==> src/rtl/block_lock_if.sv <==
// Lane-side bundle for the 64b/66b block-lock stage: gearbox blocks in, aligned blocks out.
// Strobe semantics: there is no ready; a block transfers on every clk edge with rx_valid=1 (in) or out_valid=1 (out).
interface block_lock_if;
  logic        rx_valid;
  logic [1:0]  rx_header;
  logic [63:0] rx_data;
  logic        slip;
  logic        block_lock;
  logic        out_valid;
  logic [1:0]  out_header;
  logic [63:0] out_data;
  logic        out_hdr_err;
  logic [1:0]  state;

  modport master (
    output rx_valid, rx_header, rx_data,
    input  slip, block_lock, out_valid, out_header, out_data, out_hdr_err, state
  );

  modport slave (
    input  rx_valid, rx_header, rx_data,
    output slip, block_lock, out_valid, out_header, out_data, out_hdr_err, state
  );
endinterface

==> src/rtl/block_lock.sv <==
// 64b/66b sync-header block-lock FSM for one PCS lane: hunts for alignment via gearbox slips,
// monitors invalid headers while locked and forwards aligned (still scrambled) blocks.
module block_lock #(
  parameter int LOCK_CNT  = 64,
  parameter int WINDOW    = 64,
  parameter int BAD_MAX   = 16,
  parameter int SLIP_WAIT = 2
) (
  input  logic         clk,
  input  logic         reset,
  block_lock_if.slave  lane
);

  function automatic int max2(input int a, input int b);
    return (a > b) ? a : b;
  endfunction

  localparam int MAXP = max2(max2(LOCK_CNT, WINDOW), max2(BAD_MAX, SLIP_WAIT));
  localparam int CW   = $clog2(MAXP) + 1;

  typedef enum logic [1:0] {
    ST_HUNT      = 2'd0,
    ST_LOCKED    = 2'd1,
    ST_SLIP_WAIT = 2'd2
  } state_t;

  state_t      state;
  logic [CW-1:0] hunt_cnt;
  logic [CW-1:0] win_cnt;
  logic [CW-1:0] bad_cnt;
  logic [CW-1:0] wait_cnt;

  logic        slip_q;
  logic        lock_q;
  logic        out_valid_q;
  logic [1:0]  out_header_q;
  logic [63:0] out_data_q;
  logic        out_hdr_err_q;

  logic hdr_ok;
  assign hdr_ok = lane.rx_header[0] ^ lane.rx_header[1];

  assign lane.slip        = slip_q;
  assign lane.block_lock  = lock_q;
  assign lane.out_valid   = out_valid_q;
  assign lane.out_header  = out_header_q;
  assign lane.out_data    = out_data_q;
  assign lane.out_hdr_err = out_hdr_err_q;
  assign lane.state       = state;

  always_ff @(posedge clk or posedge reset) begin
    if (reset) begin
      state         <= ST_HUNT;
      hunt_cnt      <= '0;
      win_cnt       <= '0;
      bad_cnt       <= '0;
      wait_cnt      <= '0;
      slip_q        <= 1'b0;
      lock_q        <= 1'b0;
      out_valid_q   <= 1'b0;
      out_header_q  <= '0;
      out_data_q    <= '0;
      out_hdr_err_q <= 1'b0;
    end else begin
      slip_q        <= 1'b0;
      out_valid_q   <= 1'b0;
      out_hdr_err_q <= 1'b0;
      if (lane.rx_valid) begin
        case (state)
          ST_HUNT: begin
            if (hdr_ok) begin
              if (hunt_cnt == CW'(LOCK_CNT - 1)) begin
                // The block completing lock is itself forwarded.
                state         <= ST_LOCKED;
                lock_q        <= 1'b1;
                hunt_cnt      <= '0;
                win_cnt       <= '0;
                bad_cnt       <= '0;
                wait_cnt      <= '0;
                out_valid_q   <= 1'b1;
                out_header_q  <= lane.rx_header;
                out_data_q    <= lane.rx_data;
                out_hdr_err_q <= 1'b0;
              end else begin
                hunt_cnt <= hunt_cnt + CW'(1);
              end
            end else begin
              state    <= ST_SLIP_WAIT;
              slip_q   <= 1'b1;
              hunt_cnt <= '0;
              wait_cnt <= '0;
            end
          end

          ST_LOCKED: begin
            if (!hdr_ok && (bad_cnt == CW'(BAD_MAX - 1))) begin
              // Loss takes priority over a window rollover on the same block.
              state    <= ST_SLIP_WAIT;
              slip_q   <= 1'b1;
              lock_q   <= 1'b0;
              hunt_cnt <= '0;
              win_cnt  <= '0;
              bad_cnt  <= '0;
              wait_cnt <= '0;
            end else begin
              out_valid_q   <= 1'b1;
              out_header_q  <= lane.rx_header;
              out_data_q    <= lane.rx_data;
              out_hdr_err_q <= !hdr_ok;
              if (win_cnt == CW'(WINDOW - 1)) begin
                win_cnt <= '0;
                bad_cnt <= '0;
              end else begin
                win_cnt <= win_cnt + CW'(1);
                if (!hdr_ok) begin
                  bad_cnt <= bad_cnt + CW'(1);
                end
              end
            end
          end

          ST_SLIP_WAIT: begin
            // Blocks right after a slip may straddle the old alignment; skip them untested.
            if (wait_cnt == CW'(SLIP_WAIT - 1)) begin
              state    <= ST_HUNT;
              wait_cnt <= '0;
            end else begin
              wait_cnt <= wait_cnt + CW'(1);
            end
          end

          default: begin
            state    <= ST_HUNT;
            hunt_cnt <= '0;
            win_cnt  <= '0;
            bad_cnt  <= '0;
            wait_cnt <= '0;
            lock_q   <= 1'b0;
          end
        endcase
      end
    end
  end

  slip_single_cycle: assert property (@(posedge clk) disable iff (reset) slip_q |=> !slip_q);

endmodule

==> src/flat_wrapper.sv <==
// flat-port wrapper written by rule: the top's interface ports become plain ports
module block_lock_flat 
#(
  parameter int LOCK_CNT  = 64,
  parameter int WINDOW    = 64,
  parameter int BAD_MAX   = 16,
  parameter int SLIP_WAIT = 2
)
  (clk, reset, lane_rx_valid, lane_rx_header, lane_rx_data, lane_slip, lane_block_lock, lane_out_valid, lane_out_header, lane_out_data, lane_out_hdr_err, lane_state);
  block_lock_if lane_i ();
  input  logic clk;
  input  logic reset;
  input wire logic [$bits(lane_i.rx_valid)-1:0] lane_rx_valid;
  input wire logic [$bits(lane_i.rx_header)-1:0] lane_rx_header;
  input wire logic [$bits(lane_i.rx_data)-1:0] lane_rx_data;
  output wire logic [$bits(lane_i.slip)-1:0] lane_slip;
  output wire logic [$bits(lane_i.block_lock)-1:0] lane_block_lock;
  output wire logic [$bits(lane_i.out_valid)-1:0] lane_out_valid;
  output wire logic [$bits(lane_i.out_header)-1:0] lane_out_header;
  output wire logic [$bits(lane_i.out_data)-1:0] lane_out_data;
  output wire logic [$bits(lane_i.out_hdr_err)-1:0] lane_out_hdr_err;
  output wire logic [$bits(lane_i.state)-1:0] lane_state;
  assign lane_i.rx_valid = lane_rx_valid;
  assign lane_i.rx_header = lane_rx_header;
  assign lane_i.rx_data = lane_rx_data;
  assign lane_slip = lane_i.slip;
  assign lane_block_lock = lane_i.block_lock;
  assign lane_out_valid = lane_i.out_valid;
  assign lane_out_header = lane_i.out_header;
  assign lane_out_data = lane_i.out_data;
  assign lane_out_hdr_err = lane_i.out_hdr_err;
  assign lane_state = lane_i.state;
  block_lock #(.LOCK_CNT(LOCK_CNT), .WINDOW(WINDOW), .BAD_MAX(BAD_MAX), .SLIP_WAIT(SLIP_WAIT)) u_core (.clk(clk), .reset(reset), .lane(lane_i));
endmodule
==> config.mk <==
export PLATFORM = sky130hd
export DESIGN_NAME = block_lock_flat
export DESIGN_NICKNAME = d
export VERILOG_FILES = /design/src/rtl/block_lock_if.sv /design/src/rtl/block_lock.sv /design/src/flat_wrapper.sv
export SDC_FILE = /design/constraint.sdc
export NUM_CORES = 1
export LEC_CHECK = 0
export CORE_MARGIN = 4
export CORE_UTILIZATION = 35
export CTS_BUF_LIST = sky130_fd_sc_hd__clkbuf_8
export DETAILED_ROUTE_END_ITERATION = 12
export PLACE_DENSITY = 0.66
export SLEW_MARGIN = 20
export SYNTH_ARGS = -nofsm -noshare
export SYNTH_HDL_FRONTEND = slang
export SYNTH_SLANG_ARGS = --single-unit
==> constraint.sdc <==
create_clock -name clk -period 4 [get_ports clk]
set_input_delay 1.2 -clock clk [delete_from_list [all_inputs] [get_ports clk]]
set_output_delay 1.2 -clock clk [all_outputs]
set_load 0.01 [all_outputs]
==> qor.yml, run 1 <==
status: "completed"
setup_repair_after_global_routing_missed_its_margin: "no"
finish.net_count: 554
synth_enable_flop_cells: 0
critical_path_class: "in2reg"
cts.sinks: 100
hold_violations: 0
cpMaxStageDelayCell: "sky130_fd_sc_hd__or4_1"
final_antenna_net_count: 0
hold_path_class: "reg2reg"
grt_first_pass_wirelength_um: 16420
synth_fa_ha_area_share_pct: 1.456
drt-pass1-iter-count: 4
leakage_uw: 0.002603
synthFlopType: "sky130_fd_sc_hd__dfrtp_1"
dp.cells: 616
post-cts-setup-buffer-count: 0
dieArea_um2: 14120
timing.critical_path.cells: "clkdlybuf4s50_1 > xnor2_1 > o41ai_4 > nand2_1 > or4_1 > nand3_1"
crit_path_max_incr_delay_ps: 570
timing.critical_path.arrival_ps: 3370
core-area_um2: 12010
count_of_pins_on_the_block_boundary: 141
netlist-cell-type-count: 37
worstPathBufferInverterCount: 1
muxShareOfSynthArea_pct: 17.55
comb_power_share_pct: 42.6
timing.setup.tns_ps: 0
cap_viol_max_count: 0
initial_antenna_violation_count: 0
setup.worst_path.start_class: "primary input"
sequential_fraction_of_the_synthesis_area_pct: 58.22
commonest_non_fill_non_tap_cell_in_the_layout: "sky130_fd_sc_hd__clkdlybuf4s50_1"
p_total_uw: 3912
setup_violations: 0
timing.critical_path.fanout_max: 13
area_growth_from_synthesis_to_final_layout_pct: 40.96
ctsRootBufferMaster: "sky130_fd_sc_hd__clkbuf_8"
synthesized_area_fraction_occupied_by_ao_oa_aoi_and_oai_cells_pct: 8.472
die_height_um: 118.8
maxSlewHeadroom_pct: 55.49
mostFrequentLayoutCells: "140 x sky130_fd_sc_hd__clkdlybuf4s50_1, 100 x sky130_fd_sc_hd__dfrtp_1, 67 x sky130_fd_sc_hd__mux2_2"
data_required_time_of_the_critical_path_ps: 4300
finalWeightedCongestion: 0.7933
globalRouteOverflowTotal: 0
detailedRoute.firstIterationViolations: 167
netSwitchingFraction_pct: 31.09
cp_num_cells: 6
clk_transition_reported_paths_ps: 100
share_of_the_synthesized_netlist_area_taken_by_xor_and_xnor_gates_pct: 0.5822
via_count: 3056
share_of_cells_above_drive_strength_1_pct: 19.79
min_path_cells: 1
drc: 0
synth_simple_gate_area_share_pct: 11.15
net-switching-power_uw: 1216
detail_route.vias_per_cell: 4.835
vdd.ir_drop.worst_uv: 351.9
post_cts.resized_instances: 0
numCtsBuffers: 9
postSynthNetCount: 411
hpwlAfterDp_um: 7474
grt_pass1_vias: 3202
clock_tree_from_tritoncts: "done"
post_synthesis_cell_area_um2: 4298
postLayoutCoreUtil_pct: 50.44
syn-instance-count: 337
final_max_slew_viol_count: 0
critPathCaptureType: "flip-flop"
fin_crit_ps: 3063
max-clock-path-buffers: 2
synth-seq-cells: 100
cellPowerDensity_nw_per_um2: 645.7
post-route-cell-area_um2: 6058
htree_levels: 3
synth_top_family_by_area: "multiplexers"
grtUsageTotal_pct: 14.33
timing_worst_slew_pin_value_ps: 666.6
place.port_buffers: 140
final.period_utilization_pct: 76.58
peak_freq_mhz: 326.5
clkPwrFrac_pct: 16.4
grt_max_degree: 57
die_x_um: 118.8
family_with_the_most_delay_on_the_worst_path: "simple AND/OR/NAND/NOR gates"
postPlaceCellArea_um2: 5858
postRouteWirelength_um: 10030
pwr-share-seq_pct: 41.0
synth_warnings: 0
stdcell_count: 632
postSynthAreaPerCell_um2: 12.75
core.rowCount: 40
antenna_cells: 0
post_drt_wl_per_cell_um: 15.87
initial_core_util_pct: 35.78
cts.hold.buffers_added: 0
async_flop_share_pct: 100.0
internal_power_uw: 2696
clkLatencyLatePin_ps: 370
clock-skew-final_ps: 8.552
reg2reg_depth: 7
-- power by group through the flow --
stage | registers, uW | logic [uW] | clock network [uW]
floorplan | 1780 | 596 | 0
global placement | 1610 | 1650 | 0
detailed placement | 1630 | 1690 | 0
CTS | 1610 | 1700 | 667
global route | 1660 | 1790 | 709
finish | 1610 | 1670 | 642
-- routing by layer --
metal,GRT usage (%),share of wire [%],vias up
met2,25.08,52,79
met4,3.765,1.0,0
met1,17.69,42,1486
li1,-,-,1482
met5,0,0,-
met3,3.561,5.0,9
-- cell type report --
| type | instances | area (um^2) |
|---|---|---|
| clock buffer | 9 | 123.9 |
| clock inverter | 7 | 68.82 |
| fill | 1089 | 5953 |
| inverter | 7 | 28.78 |
| multi-input combinational | 218 | 1694 |
| sequential | 100 | 2502 |
| tap | 147 | 183.9 |
| timing repair buffer | 144 | 1456 |
-- kinds of logic after synthesis --
kind of cell	Yosys count
compound gates	51
buf+inv	19
fa+ha+maj	5
flops	100
mux	67
simple gates	93
xor+xnor	2
-- registers in the layout (all words and copies together), names as in the netlist, 2 cells and up --
register	cells
u_core.lane.out_data	64
u_core.bad_cnt	7
u_core.hunt_cnt	7
u_core.wait_cnt	7
u_core.win_cnt	7
u_core.lane.out_header	2
u_core.lane.state	2
-- synth_stat cells (2+ instances only) --
library cell / n / share of area (%)
sky130_fd_sc_hd__buf_6: 4 / 1.0
sky130_fd_sc_hd__and3_1: 9 / 1.3
sky130_fd_sc_hd__or2_2: 2 / 0.29
sky130_fd_sc_hd__nand3_1: 16 / 1.9
sky130_fd_sc_hd__nor2b_1: 8 / 1.2
sky130_fd_sc_hd__nand2_1: 20 / 1.7
sky130_fd_sc_hd__or3_1: 2 / 0.29
sky130_fd_sc_hd__dfrtp_1: 100 / 58
sky130_fd_sc_hd__inv_1: 7 / 0.61
sky130_fd_sc_hd__ha_1: 5 / 1.5
sky130_fd_sc_hd__nor2_1: 16 / 1.4
sky130_fd_sc_hd__o31ai_1: 5 / 0.87
sky130_fd_sc_hd__nor3_1: 4 / 0.47
sky130_fd_sc_hd__a21o_1: 4 / 0.70
sky130_fd_sc_hd__mux2_2: 67 / 18
sky130_fd_sc_hd__or4_1: 4 / 0.70
sky130_fd_sc_hd__nand2b_1: 7 / 1.0
sky130_fd_sc_hd__o21ai_0: 27 / 3.1
sky130_fd_sc_hd__o41ai_4: 2 / 1.3
sky130_fd_sc_hd__o21a_1: 2 / 0.35
sky130_fd_sc_hd__buf_2: 4 / 0.47
sky130_fd_sc_hd__a22o_1: 4 / 0.82
sky130_fd_sc_hd__clkbuf_1: 3 / 0.26
sky130_fd_sc_hd__o41ai_1: 2 / 0.41
-- final timing paths --
check / from / endpoint / slack (ps)
max in group asynchronous: reset / u_core.lane.out_data[31] / 2050
worst min-delay path: u_core.wait_cnt[6] / u_core.wait_cnt[6] / 480
worst min register to register: u_core.wait_cnt[6] / u_core.wait_cnt[6] / 480
worst max-delay path: lane_rx_header[0] / u_core.win_cnt[5] / 940
worst max register to register: u_core.bad_cnt[0] / u_core.lane.out_data[19] / 1380
min in group asynchronous: reset / u_core.lane.out_data[58] / 1260
-- metrics by stage --
stage | worst slack [ps] | hold slack [ps]
floorplan | 181.2 | 447.1
detailed placement | 575.5 | 468.3
finish | 937.0 | 481.1
global route | 839.4 | 530.1
CTS | 984.9 | 484.2
global placement | 644.9 | 459.9
Power figures use the tool's default switching activity.
==> run 2, diff against run 1 <==
--- a/config.mk
+++ b/config.mk
@@ -9,7 +9,6 @@
 export CORE_UTILIZATION = 35
 export CTS_BUF_LIST = sky130_fd_sc_hd__clkbuf_8
 export DETAILED_ROUTE_END_ITERATION = 12
-export PLACE_DENSITY = 0.66
 export SLEW_MARGIN = 20
 export SYNTH_ARGS = -nofsm -noshare
 export SYNTH_HDL_FRONTEND = slang
==> constraint.sdc (replaced) <==
create_clock -name clk -period 3.1 [get_ports clk]
set_input_delay 0.93 -clock clk [delete_from_list [all_inputs] [get_ports clk]]
set_output_delay 0.93 -clock clk [all_outputs]
set_load 0.01 [all_outputs]
==> run 2 against run 1 <==
Compared with the run above:
- worst hold slack improved by 8.6 ps
- sequential power rose by 29%
- clock skew grew 1.6 ps
- global-route usage up 0.37 points
- design area is 0.78% higher
- critical path type unchanged
- largest cell class unchanged
==> qor.yml, run 2 (synthesized netlist as in run 1, its figures left out) <==
r2r-end: "u_core.lane.out_data[1]"
detailedRoute.firstIterationViolations: 125
grtUsageTotal_pct: 14.71
post-route-cell-area_um2: 6106
cp_num_cells: 6
final.period_utilization_pct: 85.10
min_path_cells: 1
global_routing_s_busiest_layer: "met2"
max-clock-path-buffers: 2
timing.critical_path.cells: "clkdlybuf4s50_1 > xor2_2 > o41ai_4 > nand3_1 > or4_1 > nand2_1"
post-cts-setup-buffer-count: 0
vdd.ir_drop.worst_uv: 377.8
dieArea_um2: 14120
core-area_um2: 12010
grt_pass1_vias: 3229
post-place-ws_ps: -43.87
maxSlewHeadroom_pct: 52.13
via_count: 3102
grt_first_pass_wirelength_um: 16750
die_height_um: 118.8
family_with_the_most_delay_on_the_worst_path: "simple AND/OR/NAND/NOR gates"
data_required_time_of_the_critical_path_ps: 3410
num-fill-cells: 1086
drc: 0
finalWeightedCongestion: 0.7518
commonest_non_fill_non_tap_cell_in_the_layout: "sky130_fd_sc_hd__clkdlybuf4s50_1"
grt_max_degree: 101
finish.net_count: 556
postRouteWirelength_um: 9946
hold_path_class: "reg2reg"
initial_antenna_violation_count: 0
source_of_the_worst_register_to_register_timing_path: "u_core.bad_cnt[0]"
critical_path_class: "in2reg"
cap_viol_max_count: 0
timing_worst_slew_pin_value_ps: 717.0
place.port_buffers: 140
hold_violations: 0
area_growth_from_synthesis_to_final_layout_pct: 42.07
clk_transition_reported_paths_ps: 90
drt-pass1-iter-count: 4
critPathCaptureType: "flip-flop"
min_delay_worst_endpoint: "u_core.wait_cnt[6]"
leakage_uw: 0.002629
setup_violations: 0
hold_path.startpoint: "u_core.wait_cnt[6]"
antenna_cells: 0
clock_tree_from_tritoncts: "done"
status: "completed"
cts.sinks: 100
final_max_slew_viol_count: 0
share_of_cells_above_drive_strength_1_pct: 20.16
detail_route.vias_per_cell: 4.900
peak_freq_mhz: 379.1
worstPathBufferInverterCount: 1
hpwlAfterDp_um: 7162
stdcell_count: 633
cts.hold.buffers_added: 0
die_x_um: 118.8
initial_core_util_pct: 35.78
clkLatencyLatePin_ps: 370
grt_util_met2_pct: 24.76
gr-usage-met1_pct: 18.27
post_cts.resized_instances: 0
core.rowCount: 40
globalRouteOverflowTotal: 0
numCtsBuffers: 9
ctsRootBufferMaster: "sky130_fd_sc_hd__clkbuf_8"
setup_repair_after_global_routing_missed_its_margin: "no"
htree_levels: 3
reg2reg_slack_ps: 720
cpMaxStageDelayCell: "sky130_fd_sc_hd__clkdlybuf4s50_1"
clock-skew-final_ps: 10.12
met3_usage_pct: 4.891
post_drt_wl_per_cell_um: 15.71
setup.worst_path.start_class: "primary input"
crit_path_max_incr_delay_ps: 490
dp.cells: 618
timing.critical_path.fanout_max: 8
final_critical_path_setup_slack_ps: 461.9
timing.critical_path.arrival_ps: 2950
count_of_pins_on_the_block_boundary: 141
postPlaceCellArea_um2: 5874
fin_crit_ps: 2638
mostFrequentLayoutCells: "140 x sky130_fd_sc_hd__clkdlybuf4s50_1, 100 x sky130_fd_sc_hd__dfrtp_1, 67 x sky130_fd_sc_hd__mux2_2"
reg2reg_depth: 7
max_ffs_per_register: 64
cellPowerDensity_nw_per_um2: 843.6
final_antenna_net_count: 0
-- run 2: area by class of cell --
class / instances / area, um^2 / area share (%)
Clock buffer: 11 / 151.4 / 2.480
Clock inverter: 4 / 72.57 / 1.189
Inverter: 7 / 30.03 / 0.4918
Multi-Input combinational cell: 218 / 1694 / 27.75
Sequential cell: 100 / 2502 / 40.98
Tap cell: 147 / 183.9 / 3.012
Timing Repair Buffer: 146 / 1471 / 24.10
-- run 2: worst max path at each step --
stage	end	start
2_1_floorplan	u_core.hunt_cnt[3]	lane_rx_header[0]
3_3_place_gp	u_core.wait_cnt[2]	lane_rx_header[1]
3_5_place_dp	u_core.wait_cnt[5]	lane_rx_header[1]
4_1_cts	u_core.wait_cnt[5]	lane_rx_header[1]
5_1_grt	u_core.hunt_cnt[3]	lane_rx_header[1]
6_report	u_core.hunt_cnt[4]	lane_rx_header[0]
-- run 2: metal layers --
layer | part of all wire (%) | vias to the layer above
met2 | 50 | 92
li1 | - | 1482
met3 | 5.4 | 8
met1 | 44 | 1520
met4 | 0.98 | 0
met5 | 0 | -
-- run 2: through the flow --
| stage | setup TNS [ps] | util [%] | hold WS (ps) | total power [uW] |
|---|---|---|---|---|
| floorplan | 0 | - | 447.1 | 3061 |
| global placement | 0 | 48.91 | 467.4 | 4226 |
| detailed placement | -84.56 | 48.91 | 473.4 | 4280 |
| CTS | 0 | 50.77 | 491.5 | 5231 |
| global route | 0 | 50.83 | 511.4 | 5490 |
| finish | 0 | 50.83 | 489.8 | 5151 |
-- run 2: where the power goes --
group	internal (uW)	switching, uW
sequential	1800	272
clock	493	438
combinational	1330	826
total	3610	1540
